`src/rtl/stack_arbiter_if.sv`:
```
// ----------------------------------------------------------------------------
// stack_arbiter_if
// Requester-side bundle of the two-client stack arbiter.
//   req_valid[1:0]  request valid per requester, held until its req_ready
//   req_op[1:0]     0 = push, 1 = pop (per requester)
//   req_data        push data, bits [DW-1:0] belong to requester 0
//   req_ready[1:0]  one-cycle pulse: request accepted
//   rsp_valid[1:0]  one-cycle pulse: transaction complete
//   rsp_data        popped value (0 for push), valid with rsp_valid
//   rsp_err         overflow / underflow / stack error, valid with rsp_valid
// Modports: master = client side, slave = arbiter side.
// ----------------------------------------------------------------------------
interface stack_arbiter_if #(
  parameter int DW = 8
);
  logic [1:0]      req_valid;
  logic [1:0]      req_op;
  logic [2*DW-1:0] req_data;
  logic [1:0]      req_ready;
  logic [1:0]      rsp_valid;
  logic [DW-1:0]   rsp_data;
  logic            rsp_err;

  modport master (
    output req_valid, req_op, req_data,
    input  req_ready, rsp_valid, rsp_data, rsp_err
  );

  modport slave (
    input  req_valid, req_op, req_data,
    output req_ready, rsp_valid, rsp_data, rsp_err
  );
endinterface

```
`src/rtl/stack_arbiter.sv`:
```
// ----------------------------------------------------------------------------
// stack_arbiter
// Shares one stack between two requesters. Picks a winner, rejects pushes on a
// full stack and pops on an empty one without touching the stack, otherwise
// issues a single-cycle push/pop strobe, waits POP_LAT cycles and responds.
//
// Ports
//   clk        clock, rising edge
//   reset_n    asynchronous active-low reset
//   bus        stack_arbiter_if.slave requester handshake
//   stk_push   stack push strobe
//   stk_pop    stack pop strobe
//   stk_din    stack data_in
//   stk_dout   stack data_out (valid POP_LAT cycles after stk_pop)
//   stk_error  stack error flag, folded into rsp_err
//   level      current occupancy
//
// Configuration macro: STACK_ARB_FIXED_PRI_EN
//   defined   -> requester 0 always wins a simultaneous request
//   undefined -> round-robin (requester not granted last wins)
// ----------------------------------------------------------------------------
module stack_arbiter #(
  parameter int DEPTH   = 16,
  parameter int DW      = 8,
  parameter int POP_LAT = 1
) (
  input  logic                       clk,
  input  logic                       reset_n,
  stack_arbiter_if.slave             bus,
  output logic                       stk_push,
  output logic                       stk_pop,
  output logic [DW-1:0]              stk_din,
  input  logic [DW-1:0]              stk_dout,
  input  logic                       stk_error,
  output logic [$clog2(DEPTH+1)-1:0] level
);

  localparam int LW = $clog2(DEPTH+1);
  localparam int CW = (POP_LAT > 1) ? $clog2(POP_LAT) : 1;

  localparam logic [1:0] ST_IDLE  = 2'd0;
  localparam logic [1:0] ST_ISSUE = 2'd1;
  localparam logic [1:0] ST_WAIT  = 2'd2;
  localparam logic [1:0] ST_RESP  = 2'd3;

  logic [1:0]    state_reg;
  logic          winner_reg;
  logic          op_reg;
  logic          rej_reg;
  logic [CW-1:0] cnt_reg;
  logic [1:0]    req_ready_reg;
  logic [1:0]    rsp_valid_reg;
  logic [DW-1:0] rsp_data_reg;
  logic          rsp_err_reg;
  logic          stk_push_reg;
  logic          stk_pop_reg;
  logic [DW-1:0] stk_din_reg;
  logic [LW-1:0] level_reg;
`ifndef STACK_ARB_FIXED_PRI_EN
  logic          last_grant_reg;
`endif

  logic          any_valid;
  logic          win;
  logic          win_op;
  logic [DW-1:0] win_data;
  logic          reject;

  assign any_valid = |bus.req_valid;

  always_comb begin
`ifdef STACK_ARB_FIXED_PRI_EN
    win = ~bus.req_valid[0];
`else
    // Both valid: the requester not granted last time wins.
    if (&bus.req_valid) win = ~last_grant_reg;
    else                win = ~bus.req_valid[0];
`endif
    win_op   = win ? bus.req_op[1] : bus.req_op[0];
    win_data = win ? bus.req_data[2*DW-1:DW] : bus.req_data[DW-1:0];
    // Saturated requests never reach the stack, so level cannot wrap.
    reject   = win_op ? (level_reg == '0) : (level_reg == LW'(DEPTH));
  end

  always_ff @(posedge clk or negedge reset_n) begin
    if (!reset_n) begin
      state_reg      <= ST_IDLE;
      winner_reg     <= 1'b0;
      op_reg         <= 1'b0;
      rej_reg        <= 1'b0;
      cnt_reg        <= '0;
      req_ready_reg  <= '0;
      rsp_valid_reg  <= '0;
      rsp_data_reg   <= '0;
      rsp_err_reg    <= 1'b0;
      stk_push_reg   <= 1'b0;
      stk_pop_reg    <= 1'b0;
      stk_din_reg    <= '0;
      level_reg      <= '0;
`ifndef STACK_ARB_FIXED_PRI_EN
      last_grant_reg <= 1'b1;
`endif
    end else begin
      // Pulsed outputs default low; states below raise them for one cycle.
      req_ready_reg <= '0;
      rsp_valid_reg <= '0;
      stk_push_reg  <= 1'b0;
      stk_pop_reg   <= 1'b0;
      case (state_reg)
        ST_IDLE: begin
          rsp_data_reg <= '0;
          rsp_err_reg  <= 1'b0;
          if (any_valid) begin
            winner_reg    <= win;
            op_reg        <= win_op;
            req_ready_reg <= win ? 2'b10 : 2'b01;
`ifndef STACK_ARB_FIXED_PRI_EN
            last_grant_reg <= win;
`endif
            if (reject) begin
              rej_reg   <= 1'b1;
              state_reg <= ST_RESP;
            end else begin
              // Strobes and level are registered so they appear with req_ready.
              rej_reg      <= 1'b0;
              stk_push_reg <= ~win_op;
              stk_pop_reg  <= win_op;
              stk_din_reg  <= win_data;
              level_reg    <= win_op ? (level_reg - LW'(1)) : (level_reg + LW'(1));
              state_reg    <= ST_ISSUE;
            end
          end
        end
        ST_ISSUE: begin
          cnt_reg   <= CW'(POP_LAT - 1);
          state_reg <= ST_WAIT;
        end
        ST_WAIT: begin
          if (cnt_reg == '0) begin
            // Last wait cycle: pop data is valid on stk_dout now.
            rsp_valid_reg <= winner_reg ? 2'b10 : 2'b01;
            rsp_data_reg  <= op_reg ? stk_dout : '0;
            rsp_err_reg   <= stk_error;
            state_reg     <= ST_RESP;
          end else begin
            cnt_reg <= cnt_reg - CW'(1);
          end
        end
        default: begin
          // Accepted transactions show rsp_valid during RESP; rejected ones
          // used RESP to show req_ready and respond in the following cycle.
          state_reg <= ST_IDLE;
          if (rej_reg) begin
            rsp_valid_reg <= winner_reg ? 2'b10 : 2'b01;
            rsp_data_reg  <= '0;
            rsp_err_reg   <= 1'b1;
          end else begin
            rsp_data_reg  <= '0;
            rsp_err_reg   <= 1'b0;
          end
        end
      endcase
    end
  end

  assign bus.req_ready = req_ready_reg;
  assign bus.rsp_valid = rsp_valid_reg;
  assign bus.rsp_data  = rsp_data_reg;
  assign bus.rsp_err   = rsp_err_reg;
  assign stk_push      = stk_push_reg;
  assign stk_pop       = stk_pop_reg;
  assign stk_din       = stk_din_reg;
  assign level         = level_reg;

endmodule
```
`src/flat_wrapper.sv`:
```
// flat-port wrapper written by rule: the top's interface ports become plain ports
module stack_arbiter_flat 
#(
  parameter int DEPTH   = 16,
  parameter int DW      = 8,
  parameter int POP_LAT = 1
)
  (clk, reset_n, stk_push, stk_pop, stk_din, stk_dout, stk_error, level, bus_req_valid, bus_req_op, bus_req_data, bus_req_ready, bus_rsp_valid, bus_rsp_data, bus_rsp_err);
  stack_arbiter_if #(.DW(DW)) bus_i ();
  input  logic clk;
  input  logic reset_n;
  output logic stk_push;
  output logic stk_pop;
  output logic [DW-1:0] stk_din;
  input  logic [DW-1:0] stk_dout;
  input  logic stk_error;
  output logic [$clog2(DEPTH+1)-1:0] level;
  input wire logic [$bits(bus_i.req_valid)-1:0] bus_req_valid;
  input wire logic [$bits(bus_i.req_op)-1:0] bus_req_op;
  input wire logic [$bits(bus_i.req_data)-1:0] bus_req_data;
  output wire logic [$bits(bus_i.req_ready)-1:0] bus_req_ready;
  output wire logic [$bits(bus_i.rsp_valid)-1:0] bus_rsp_valid;
  output wire logic [$bits(bus_i.rsp_data)-1:0] bus_rsp_data;
  output wire logic [$bits(bus_i.rsp_err)-1:0] bus_rsp_err;
  assign bus_i.req_valid = bus_req_valid;
  assign bus_i.req_op = bus_req_op;
  assign bus_i.req_data = bus_req_data;
  assign bus_req_ready = bus_i.req_ready;
  assign bus_rsp_valid = bus_i.rsp_valid;
  assign bus_rsp_data = bus_i.rsp_data;
  assign bus_rsp_err = bus_i.rsp_err;
  stack_arbiter #(.DEPTH(DEPTH), .DW(DW), .POP_LAT(POP_LAT)) u_core (.clk(clk), .reset_n(reset_n), .bus(bus_i), .stk_push(stk_push), .stk_pop(stk_pop), .stk_din(stk_din), .stk_dout(stk_dout), .stk_error(stk_error), .level(level));
endmodule
```
`config.mk`:
```
export PLATFORM = sky130hd
export DESIGN_NAME = stack_arbiter_flat
export DESIGN_NICKNAME = d
export VERILOG_FILES = /design/src/rtl/stack_arbiter_if.sv /design/src/rtl/stack_arbiter.sv /design/src/flat_wrapper.sv
export SDC_FILE = /design/constraint.sdc
export NUM_CORES = 1
export LEC_CHECK = 0
export ABC_AREA = 1
export BUFFER_PORTS_ARGS = -buffer_cell sky130_fd_sc_hd__buf_2
export CAP_MARGIN = 20
export CELL_PAD_IN_SITES_DETAIL_PLACEMENT = 1
export CELL_PAD_IN_SITES_GLOBAL_PLACEMENT = 2
export CORE_MARGIN = 2
export CORE_UTILIZATION = 30
export CTS_BUF_LIST = sky130_fd_sc_hd__clkbuf_8
export DETAILED_ROUTE_END_ITERATION = 6
export GPL_ROUTABILITY_DRIVEN = 0
export GPL_TIMING_DRIVEN = 0
export PLACE_DENSITY = 0.81
export SLEW_MARGIN = 20
export SYNTH_ARGS = -nofsm -noshare
export SYNTH_HDL_FRONTEND = slang
export SYNTH_SLANG_ARGS = --single-unit
```
`constraint.sdc`:
```
create_clock -name clk -period 2.6 [get_ports clk]
set_input_delay 0.78 -clock clk [delete_from_list [all_inputs] [get_ports clk]]
set_output_delay 0.78 -clock clk [all_outputs]
set_load 0.03 [all_outputs]
```
; After elaboration in Yosys (flattened, before gate mapping)
; Cells that the tools add are included.
; Widths: inputs -> output; s select.
[word_totals]
romBits = 0
word_cells = 68
ff_bits = 35
n_memories = 0
input_bits = 31
ram_bits = 0
latch_bits = 0
[op_classes]
add_sub_neg = 3
n_lt_le_gt_ge = 0
mul = 0
n_div = 0
n_eq_ne = 5
mux = 31
n_bitwise = 5
reduce_logical = 10
n_shift = 0
[op_table]
columns = operator, n
row1 = $mux 8, 3
row2 = $mux 2, 9
row3 = $pmux 8 s2, 1
row4 = $mux 1, 13
row5 = $reduce_and 2->1, 4
row6 = $pmux 2 s3, 1
row7 = $add 5x1->5 const B, 1
row8 = $eq 5x5->1 const B, 1
row9 = $logic_not 5->1, 1
row10 = $mux 5, 1
row11 = $not 1->1, 5
row12 = $sub 5x1->5 const B, 1
row13 = $pmux 2 s2, 1
row14 = $reduce_or 2->1, 2
row15 = $pmux 1 s3, 1
row16 = $reduce_and 3->1, 1
row17 = $eq 2x1->1 const B, 1
row18 = $eq 2x2->1 const B, 1
row19 = $logic_not 2->1, 1
row20 = $ne 2x1->1 const B, 1
row21 = $ne 2x2->1 const B, 1
row22 = $pmux 1 s2, 1
row23 = $reduce_bool 2->1, 1
row24 = $sub 1x1->1 const B, 1

; Longest topological paths before layout
; Gate-level depths: netlist of the first run.
[depth]
depth_word = 7
mapped_depth = 14
mapped_depth_nobuf = 14

; Worst setup path after synthesis of the first run
; Ideal clock, no wire load.
[synth_timing]
path_kind = input-to-reg
startpoint = in bus_req_valid[1]
endpoint = reg u_core.level_reg[4] (netlist: u_core.level[4])
arrival_ns = 1.993
t_required_ns = 2.483
setup_ns = 0.117
path_buffers = 0
path_slack_ns = 0.490
path_stages = 11
path_cell_list = nand2_2 nand3_2 nand2_4 inv_1 fa_1 o21ai_0 a21oi_1 nand3_1 nand2_1 nand2_1 nand2_1
[synth_via]
elab_chain_cells = 6
[synth_rtl]
columns = item, line
row1 = from (decl), flat_wrapper.sv:18  ; input wire logic [$bits(bus_i.req_valid)-1:0] bus_req_valid;
row2 = $reduce_and 2->1 *, stack_arbiter.sv:76  ; if (&bus.req_valid) win = ~last_grant_reg;
row3 = $mux 1 *, stack_arbiter.sv:76
row4 = $mux 1 *, stack_arbiter.sv:79  ; win_op = win ? bus.req_op[1] : bus.req_op[0];
row5 = via u_core.win_op, stack_arbiter.sv:65  ; logic win_op;
row6 = $mux 1, stack_arbiter.sv:82  ; reject = win_op ? (level_reg == '0) : (level_reg == LW'(DEPTH));
row7 = $not 1->1 (no line), --
row8 = $reduce_and 3->1 (no line), --
row9 = to (signal assigned), stack_arbiter.sv:129  ; level_reg <= win_op ? (level_reg - LW'(1)) : (level_reg + LW'(1));
row10 = to (decl), stack_arbiter.sv:58  ; logic [LW-1:0] level_reg;
; Mark *: on every way through the listed nets, which the timed path passes. The rest lies on a longest branch.
; A chain may end at the register's enable or synchronous reset.

; Final worst setup path of the first run
; Ends and elaborated chain as after synthesis.

==> results of run 1 <==
## metal layers
metal	vias up	GRT usage	routed length, um
met5	-	0	0
met3	7	0.03820	311
li1	724	-	-
met2	52	0.2367	1859
met4	0	0.05593	65
met1	677	0.1763	1900
## synthesized netlist by cell type, drive strengths merged
master / number
dfstp: 1
nor3: 1
mux2: 8
nor2: 11
xor2: 2
dfrtp: 33
xnor2: 1
clkbuf: 1
a21oi: 2
inv: 20
o21ai: 19
a22oi: 1
nand3: 7
nand2: 70
fa: 1
ha: 8
buf: 3
## power by group through the flow
stage	logic [mW]	registers, mW	clock network, mW
finish	1.42	0.881	0.487
global route	1.60	0.912	0.531
CTS	1.46	0.882	0.506
detailed placement	1.45	0.890	0
global placement	1.41	0.888	0
floorplan	0.729	1.20	0
## cell type report
class,instances,share of cell area
repair buffers,58,0.1303
clock buffers,5,0.03090
clock inverters,3,0.01798
flip-flops and latches,34,0.3826
multi-input cells,131,0.3500
well taps,72,0.04045
plain buffers,4,0.01404
inverters,20,0.03371
## logic make-up after synthesis
kind of cell,synth area share
muxes,0.05184
and+or+nand+nor,0.2455
DFF,0.4903
xor gates and xnor gates,0.01512
buffers and inverters,0.06119
AOI/OAI and AO/OA,0.06695
adders and majority gates,0.06912
## final timing paths
path / startpoint / end / depth (start not counted)
worst min-delay path: u_core.winner_reg / u_core.bus.rsp_valid[0] / 1
min in group asynchronous: reset_n / u_core.state_reg[0] / 1
max in group asynchronous: reset_n / u_core.level[1] / 1
worst min register to register: u_core.winner_reg / u_core.bus.rsp_valid[0] / 1
worst max-delay path: bus_req_valid[1] / u_core.level[4] / 12
worst max register to register: u_core.last_grant_reg / u_core.level[4] / 12
## per-stage QoR
step	total power [mW]	setup slack (ns)	utilization	cells	hold slack (ns)
2_1_floorplan	1.927	0.4903	-	189	0.4032
3_3_place_gp	2.300	0.1699	0.3823	319	0.4100
3_5_place_dp	2.343	0.1358	0.3823	319	0.4199
4_1_cts	2.849	0.4484	0.4020	327	0.4313
5_1_grt	3.040	0.3140	0.4020	327	0.4395
6_report	2.792	0.4599	0.4020	327	0.4249
==> Implementation_results.wiki, run 1 <==
{| class="wikitable"
! Metric !! Value
|-
| Result of the run || complete, no violations
|-
| Required arrival time at the worst endpoint || 2.79 ns
|-
| Portion of the post-synthesis area used by sequential elements || 0.4903
|-
| Final Setup Violations || 0
|-
| Die X-Extent || 80.11 um
|-
| Aggregate global routing overflow || 0
|-
| Final sum of negative setup slack || 0 ns
|-
| Clock share of power || 0.175
|-
| Buffers and inverters on the worst path || 2
|-
| Detailed-route wire length per cell || 12.65 um
|-
| Number of antenna violations at the first check in global routing || 0
|-
| TritonCTS clock tree || yes
|-
| Cell area after placement || 2118 sq um
|-
| Final-stage net count || 294
|-
| Top area cells in the synthesized netlist || dfrtp_1 (48%), nand2_1 (12%), ha_1 (5.8%), o21ai_0 (5.2%), mux2_2 (5.2%)
|-
| Latest clock arrival within the worst-skew pair || 0.29 ns
|-
| Half-perimeter wire length after placement || 3069 um
|-
| Setup repair after global routing missed its margin || false
|-
| Vert. Die Dim || 80.11 um
|-
| Mean instance size in the synthesized netlist || 9.195 sq um
|-
| Cell Area, Synth || 1738 sq um
|-
| Type of element launching the critical path || input port
|-
| H-tree depth reported by CTS || 2
|-
| Most common cell after layout, fill and taps aside || buf_2
|-
| Quantity of hold-fixing buffers added after cts || 0
|-
| Flop and latch count out of synthesis || 34
|-
| Category of the most critical setup path || input port to flip-flop
|-
| Net count after synthesis || 229
|-
| Kind of end point of the critical path || flip-flop
|-
| Area fraction of the dominant cell type after synthesis || 0.4752
|-
| Number of gates resized after cts || 0
|-
| Drt initial violations || 27
|-
| First-pass GRT wire length || 7086 um
|-
| Number of warnings reported in the yosys synthesis log || 0
|-
| Reg clk slew, reported paths || 0.08 ns
|-
| Largest stage delay, worst path || 0.41 ns
|-
| Kind of path behind the tightest hold check || flip-flop to flip-flop
|-
| Ant. Diodes || 0
|-
| Finished Cell Area || 2227 sq um
|-
| Pin count of the biggest net entering global routing || 35
|-
| Area of the multi-input gates || 779.5 sq um
|-
| DRC violation count after routing || 0
|-
| Final Critical Period || 2.140 ns
|-
| Area growth from synthesis to final layout || 28.15%
|-
| Combinational cell fraction of total power || 0.510
|-
| Cell family with the largest share of critical-path delay || simple AND/OR/NAND/NOR gates
|-
| Crit path top cell by count || nand2_1
|-
| Clock root buffer || clkbuf_8
|-
| CP max stage cell || fa_1
|-
| Final Hold Fails || 0
|-
| Final Max Tran Viols || 0
|-
| FILL cells || 712
|-
| TritonRoute pass-1 iters || 4
|-
| Library cell occupying the most area in the post-synthesis netlist || dfrtp_1
|-
| Drt via density || 4.465
|-
| Maximum vdd ir drop || 0.4576 mV
|-
| Number of standard cells after synthesis || 189
|-
| Sequential fraction of design power || 0.316
|-
| Relative slew slack || 0.4819
|-
| Overall fraction of global-route tracks in use || 0.1428
|-
| Cell Rows || 27
|-
| IO Count || 59
|-
| Total CTS buffers || 5
|-
| Switching pwr || 1.292 mW
|-
| Number of antenna-violating nets in the routed design || 0
|-
| Endpoint arrival time on the critical path || 2.33 ns
|-
| PortBufs || 58
|-
| Area enclosed by the die boundary || 6418 sq um
|-
| Commonest cells after routing, fill and taps aside || buf_2 (59), nand2_1 (56), dfrtp_1 (33)
|-
| Leakage power total || 1.239 nW
|-
| Critical Path Fanout Max || 9
|-
| Number of violations of the max-capacitance limit || 0
|-
| Post-route fraction of the period consumed by the critical path || 0.8231
|-
| Initial core utilization || 0.3137
|-
| Via count of the first global-routing pass || 1,591
|-
| Setup bufs post-CTS || 0
|-
| Fmax || 467.3 MHz
|-
| Worst-path cell chain || buf_2, nand2_2, nand3_2, nand2_4, inv_1, fa_1, o21ai_0, a21oi_1, nand3_1, nand2_1, nand2_1, nand2_1
|-
| Proportion of layout cells with a drive suffix above 1 || 0.4000
|-
| Skew final || 0.008239 ns
|-
| Transition at the pin with the smallest max-transition slack || 0.7771 ns
|-
| Via total after detailed routing || 1,460
|-
| Design internal power || 1.501 mW
|-
| Core Box Area || 5540 sq um
|-
| Minimum setup slack among reg-to-reg paths || 0.52 ns
|-
| Switch share || 0.4626
|-
| Total detailed-routing wirelength || 4137 um
|-
| CTS Sinks || 34
|-
| Clk buf depth || 2
|-
| Pwr/cell area || 1254 nW/um^2
|-
| Synth unique cells || 27
|-
| Total area of sequential cells || 852.1 sq um
|}
Power figures use the tool's default switching activity.
==> run 2, diff against run 1 <==
==> constraint.sdc (replaced) <==
create_clock -name clk -period 2 [get_ports clk]
set_input_delay 0.6 -clock clk [delete_from_list [all_inputs] [get_ports clk]]
set_output_delay 0.6 -clock clk [all_outputs]
set_load 0.03 [all_outputs]
==> run 2 against run 1 <==
Effect of this change: wire length up 3.8%; combinational power up 35%; sequential power up 31%; final area up 2.8%; global-route usage up 0.24 points; sequential share of layout area down 1.0 points; non-clock buffer count up 3; clock skew down 0.0025 ns; critical path type is now flip-flop to flip-flop; largest power group unchanged.
==> Implementation_results.wiki, run 2 (synthesis results as in run 1) <==
{| class="wikitable"
! Metric !! Value
|-
| Leakage power total || 1.259 nW
|-
| Kind of path behind the tightest hold check || input port to asynchronous set/reset pin
|-
| FILL cells || 701
|-
| Final Setup Violations || 0
|-
| Final std cells w/o fill || 330
|-
| Commonest cells after routing, fill and taps aside || buf_2 (59), nand2_1 (56), dfrtp_1 (33)
|-
| Drt initial violations || 28
|-
| Via total after detailed routing || 1,472
|-
| Area enclosed by the die boundary || 6418 sq um
|-
| H-tree depth reported by CTS || 2
|-
| Detailed-route wire length per cell || 13.01 um
|-
| Most common cell after layout, fill and taps aside || buf_2
|-
| PortBufs || 58
|-
| Reg clk slew, reported paths || 0.07 ns
|-
| Die X-Extent || 80.11 um
|-
| CTS Sinks || 34
|-
| Clock root buffer || clkbuf_8
|-
| Cell Rows || 27
|-
| Switching pwr || 1.710 mW
|-
| Post-route fraction of the period consumed by the critical path || 0.9424
|-
| Transition at the pin with the smallest max-transition slack || 0.7691 ns
|-
| Sequential fraction of design power || 0.311
|-
| Placed cell count || 319
|-
| Number of antenna violations at the first check in global routing || 0
|-
| Drt via density || 4.461
|-
| Minimum setup slack among reg-to-reg paths || 0.12 ns
|-
| Latest clock arrival within the worst-skew pair || 0.29 ns
|-
| Initial core utilization || 0.3137
|-
| Final-stage net count || 297
|-
| Final sum of negative setup slack || 0 ns
|-
| Kind of end point of the critical path || flip-flop
|-
| First-pass GRT wire length || 7189 um
|-
| Total detailed-routing wirelength || 4293 um
|-
| Via count of the first global-routing pass || 1,611
|-
| Critical Path Fanout Max || 8
|-
| Category of the most critical setup path || flip-flop to flip-flop
|-
| Switch share || 0.4629
|-
| Total CTS buffers || 5
|-
| Final Critical Period || 1.885 ns
|-
| TritonCTS clock tree || yes
|-
| Core Box Area || 5540 sq um
|-
| Type of element launching the critical path || flip-flop
|-
| Pwr/cell area || 1615 nW/um^2
|-
| Combinational cell fraction of total power || 0.517
|-
| Design internal power || 1.985 mW
|-
| Aggregate global routing overflow || 0
|-
| Vert. Die Dim || 80.11 um
|-
| TritonRoute pass-1 iters || 3
|-
| Clock share of power || 0.171
|-
| Proportion of layout cells with a drive suffix above 1 || 0.4225
|-
| Relative slew slack || 0.4873
|-
| Required arrival time at the worst endpoint || 2.19 ns
|-
| Skew final || 0.005714 ns
|-
| Pin count of the biggest net entering global routing || 35
|-
| Fmax || 530.5 MHz
|-
| IO Count || 59
|-
| Final Hold Fails || 0
|-
| Clk buf depth || 2
|-
| Final Max Tran Viols || 0
|-
| Ant. Diodes || 0
|-
| Hold_ws || 0.3846 ns
|-
| Area growth from synthesis to final layout || 31.68%
|-
| Overall fraction of global-route tracks in use || 0.1452
|-
| Endpoint arrival time on the critical path || 2.07 ns
|-
| Number of violations of the max-capacitance limit || 0
|-
| DRC violation count after routing || 0
|-
| Maximum vdd ir drop || 0.5577 mV
|-
| Result of the run || complete, no violations
|-
| Half-perimeter wire length after placement || 3069 um
|-
| Number of antenna-violating nets in the routed design || 0
|}
## run 2: changes by cell type in the layout (fill, tap and decap cells not counted), moves of 2 or more
cell	change
ha_1	-2
buf_4	+2
nand2_2	-2
nand2_4	+2
## run 2: final timing paths
| kind | start | end | depth (start not counted) |
|---|---|---|---|
| setup / recovery | u_core.last_grant_reg | u_core.level[4] | 14 |
| hold / removal | reset_n | u_core.state_reg[0] | 1 |
| setup reg to reg | u_core.last_grant_reg | u_core.level[4] | 14 |
| hold reg to reg | u_core.winner_reg | u_core.bus.rsp_valid[0] | 1 |
| max in group asynchronous | reset_n | u_core.level[1] | 1 |
| min in group clk | u_core.winner_reg | u_core.bus.rsp_valid[0] | 1 |
## run 2: layout make-up
type / instances / area [sq um] / share of cell area
flip-flops and latches: 34 / 852.1 / 0.3723
repair buffers: 61 / 316.6 / 0.1383
clock inverters: 3 / 40.04 / 0.01750
clock buffers: 5 / 68.82 / 0.03007
inverters: 20 / 75.07 / 0.03280
well taps: 72 / 90.09 / 0.03937
plain buffers: 4 / 31.28 / 0.01367
multi-input cells: 131 / 814.5 / 0.3559
## run 2: through the flow
stage	power (mW)	setup WS (ns)	cell area, sq um	util
finish	3.695	0.1151	2288	0.4131
global route	4.028	-0.03067	2288	0.4131
CTS	3.716	0.001239	2242	0.4047
detailed placement	3.046	-0.2842	2118	0.3823
global placement	2.990	-0.2501	2118	0.3823
floorplan	2.505	0.07025	1738	-
## run 2: per-layer routing
metal	GRT usage	wire length [um]	up-vias
met3	0.03820	288	7
met1	0.1756	1917	689
met5	0	0	-
met4	0.05593	56	0
met2	0.2458	2031	47
li1	-	-	729
## run 2: power groups by stage
stage	clock network [mW]	logic (mW)	registers [mW]
detailed placement	0	1.89	1.16
finish	0.632	1.91	1.15
global route	0.690	2.15	1.19
global placement	0	1.84	1.15
floorplan	0	0.948	1.56
CTS	0.657	1.91	1.15
## run 2: repair_timing
item / in CTS / in global routing
endpoints found under the setup margin: 1 / 2
buffers inserted: 2 / 2
hold buffers: 0 / 0
gates cloned: 0 / 0
pin swaps: 1 / 9
gates resized for setup: 0 / 9
## run 2: critical path, stage by stage (launching register included)
cell     delay (ns)
dfstp_2        0.53
inv_2          0.04
nand2_4        0.08
nand2_4        0.07
nand2_4        0.09
nand2_4        0.06
buf_6          0.14
ha_4           0.27
inv_2          0.03
o21ai_1        0.12
a21oi_1        0.11
nand3_1        0.09
nand2_1        0.06
nand2_1        0.06
nand2_1        0.04
==> run 3, diff against run 2 <==
--- a/config.mk
+++ b/config.mk
@@ -7,16 +7,15 @@
 export LEC_CHECK = 0
 export ABC_AREA = 1
 export BUFFER_PORTS_ARGS = -buffer_cell sky130_fd_sc_hd__buf_2
-export CAP_MARGIN = 20
+export CAP_MARGIN = 30
 export CELL_PAD_IN_SITES_DETAIL_PLACEMENT = 1
 export CELL_PAD_IN_SITES_GLOBAL_PLACEMENT = 2
 export CORE_MARGIN = 2
-export CORE_UTILIZATION = 30
+export CORE_UTILIZATION = 32
 export CTS_BUF_LIST = sky130_fd_sc_hd__clkbuf_8
 export DETAILED_ROUTE_END_ITERATION = 6
 export GPL_ROUTABILITY_DRIVEN = 0
-export GPL_TIMING_DRIVEN = 0
-export PLACE_DENSITY = 0.81
+export PLACE_DENSITY = 0.86
 export SLEW_MARGIN = 20
 export SYNTH_ARGS = -nofsm -noshare
 export SYNTH_HDL_FRONTEND = slang
==> constraint.sdc (replaced) <==
create_clock -name clk -period 2.3 [get_ports clk]
set_input_delay 0.69 -clock clk [delete_from_list [all_inputs] [get_ports clk]]
set_output_delay 0.69 -clock clk [all_outputs]
set_load 0.03 [all_outputs]
==> run 3 against run 2 <==
Effect of this change: critical path depth is 2 lower; count of clock-buffer cells in the layout is 1 higher; utilization grew 1.4 points; first-iteration DRC count increased by 43%; wire length decreased by 8.9%; worst hold slack improved by 0.036 ns; sequential share of layout area grew 1.3 points; non-clock buffer count shrank 3; clock skew grew 0.00077 ns; critical endpoint unchanged; cell count fell by 1.5%; highest routed layer unchanged; die area down 5.9%; total power shrank 18%.
==> Implementation_results.wiki, run 3 (synthesis results as in run 1) <==
{| class="wikitable"
! Metric !! Value
|-
| Core Box Area || 5172 sq um
|-
| Final Max Tran Viols || 0
|-
| CP max stage cell || dfstp_2
|-
| Finished Cell Area || 2210 sq um
|-
| Category of the most critical setup path || flip-flop to flip-flop
|-
| Pin count of the biggest net entering global routing || 35
|-
| Total detailed-routing wirelength || 3911 um
|-
| Drt initial violations || 40
|-
| Overall fraction of global-route tracks in use || 0.1475
|-
| Kind of path behind the tightest hold check || flip-flop to flip-flop
|-
| Half-perimeter wire length after placement || 2995 um
|-
| Post-route fraction of the period consumed by the critical path || 0.8615
|-
| Latest clock arrival within the worst-skew pair || 0.28 ns
|-
| First-pass GRT wire length || 7072 um
|-
| Hold_ws || 0.4203 ns
|-
| CTS Sinks || 34
|-
| Number of gates resized after cts || 0
|-
| Fmax || 504.7 MHz
|-
| PortBufs || 58
|-
| Switching pwr || 1.441 mW
|-
| Number of violations of the max-capacitance limit || 0
|-
| Final std cells w/o fill || 325
|-
| Sequential fraction of design power || 0.327
|-
| Maximum vdd ir drop || 0.5058 mV
|-
| Cell Rows || 26
|-
| Final-stage net count || 294
|-
| Number of antenna violations at the first check in global routing || 0
|-
| TritonRoute pass-1 iters || 3
|-
| Combinational cell fraction of total power || 0.519
|-
| Global-route track usage on met3 || 0.04070
|-
| Ant. Diodes || 0
|-
| Design internal power || 1.604 mW
|-
| Worst-path cell chain || inv_2, nand2_2, nand3_2, nand2_4, inv_1, fa_1, o21ai_0, a21oi_1, nand3_1, nand2_1, nand2_1, nand2_1
|-
| Transition at the pin with the smallest max-transition slack || 0.7631 ns
|-
| Placed cell count || 317
|-
| Cell area after placement || 2115 sq um
|-
| GR met2 Demand/Resource || 0.2259
|-
| Fin util || 0.4272
|-
| Endpoint arrival time on the critical path || 2.16 ns
|-
| Kind of end point of the critical path || flip-flop
|-
| Leakage power total || 1.231 nW
|-
| TritonCTS clock tree || yes
|-
| Clock share of power || 0.154
|-
| Number of antenna-violating nets in the routed design || 0
|-
| Final Worst Setup Slack || 0.3186 ns
|-
| Crit path top cell by count || nand2_1
|-
| Busiest layer in global routing || met2
|-
| Via total after detailed routing || 1,428
|-
| FILL cells || 647
|-
| Aggregate global routing overflow || 0
|-
| Pwr/cell area || 1378 nW/um^2
|-
| Setup bufs post-CTS || 0
|-
| Critical Path Fanout Max || 4
|-
| Power consumption || 3.045 mW
|-
| Final Setup Violations || 0
|-
| Relative slew slack || 0.4913
|-
| Drt via density || 4.394
|-
| IO Count || 59
|-
| Result of the run || complete, no violations
|-
| Area enclosed by the die boundary || 6037 sq um
|-
| Final Hold Fails || 0
|-
| Worst slack at placement || 0.04744 ns
|-
| Required arrival time at the worst endpoint || 2.48 ns
|-
| Initial core utilization || 0.3360
|-
| Reg clk slew, reported paths || 0.08 ns
|-
| Switch share || 0.4732
|-
| Clk buf depth || 2
|-
| H-tree depth reported by CTS || 2
|-
| Setup repair after global routing missed its margin || false
|-
| Detailed-route wire length per cell || 12.03 um
|-
| Via count of the first global-routing pass || 1,498
|-
| Commonest cells after routing, fill and taps aside || buf_2 (58), nand2_1 (56), dfrtp_1 (33)
|-
| Quantity of hold-fixing buffers added after cts || 0
|-
| Largest stage delay, worst path || 0.53 ns
|-
| Most common cell after layout, fill and taps aside || buf_2
|-
| Proportion of layout cells with a drive suffix above 1 || 0.4039
|-
| Total CTS buffers || 5
|-
| Routing usage on met1 || 0.2037
|-
| Vert. Die Dim || 77.70 um
|-
| Area growth from synthesis to final layout || 27.14%
|-
| Final Critical Period || 1.981 ns
|-
| Skew final || 0.006482 ns
|-
| Final sum of negative setup slack || 0 ns
|-
| Clock root buffer || clkbuf_8
|-
| DRC violation count after routing || 0
|-
| Die X-Extent || 77.70 um
|-
| Type of element launching the critical path || flip-flop
|}
run 3: cell types whose count changed in the layout (fill, tap and decap cells not counted), moves of 2 or more:
cell and change:
buf_6 -3, buf_4 +2, ha_1 +2, nand2_2 +2, nand2_4 -2
run 3: power groups by stage:
stage | clock (mW) | combinational, mW | sequential, mW
detailed placement | 0 | 1.61 | 1.01
finish | 0.469 | 1.58 | 0.997
global route | 0.517 | 1.80 | 1.03
global placement | 0 | 1.59 | 1.00
CTS | 0.487 | 1.62 | 1.00
floorplan | 0 | 0.825 | 1.35
run 3: per-layer routing:
metal	vias to the layer above	wire, um
met3	6	291
met1	654	1886
met5	-	0
li1	718	-
met2	50	1683
met4	0	49
run 3: worst paths after layout:
path                            slack [ns]             startpoint  depth (start not counted)                       to
worst max-delay path                  0.32  u_core.last_grant_reg                         12          u_core.level[4]
worst min-delay path                  0.42      u_core.winner_reg                          1  u_core.bus.rsp_valid[0]
worst max register to register        0.32  u_core.last_grant_reg                         12          u_core.level[4]
worst min register to register        0.42      u_core.winner_reg                          1  u_core.bus.rsp_valid[0]
max in group asynchronous             1.34                reset_n                          1        u_core.stk_din[6]
min in group asynchronous             0.48                reset_n                          1   u_core.bus.rsp_data[5]
run 3: worst max-delay path, delay by kind of cell (launching register included):
kind | cells | cell delay (ns)
fa+ha+maj | 1 | 0.39
buf+inv | 2 | 0.10
simple gates | 7 | 0.56
flops | 1 | 0.53
compound gates | 2 | 0.31
run 3: cell type report:
cell class                 count  area, sq um  share of cell area
clock inverter                 2        12.51            0.005663
timing repair buffer          62        320.3              0.1450
multi-input combinational    131        779.5              0.3528
sequential                    34        852.1              0.3856
tap                           70        87.58             0.03964
inverter                      20        75.07             0.03398
clock buffer                   6        82.58             0.03737
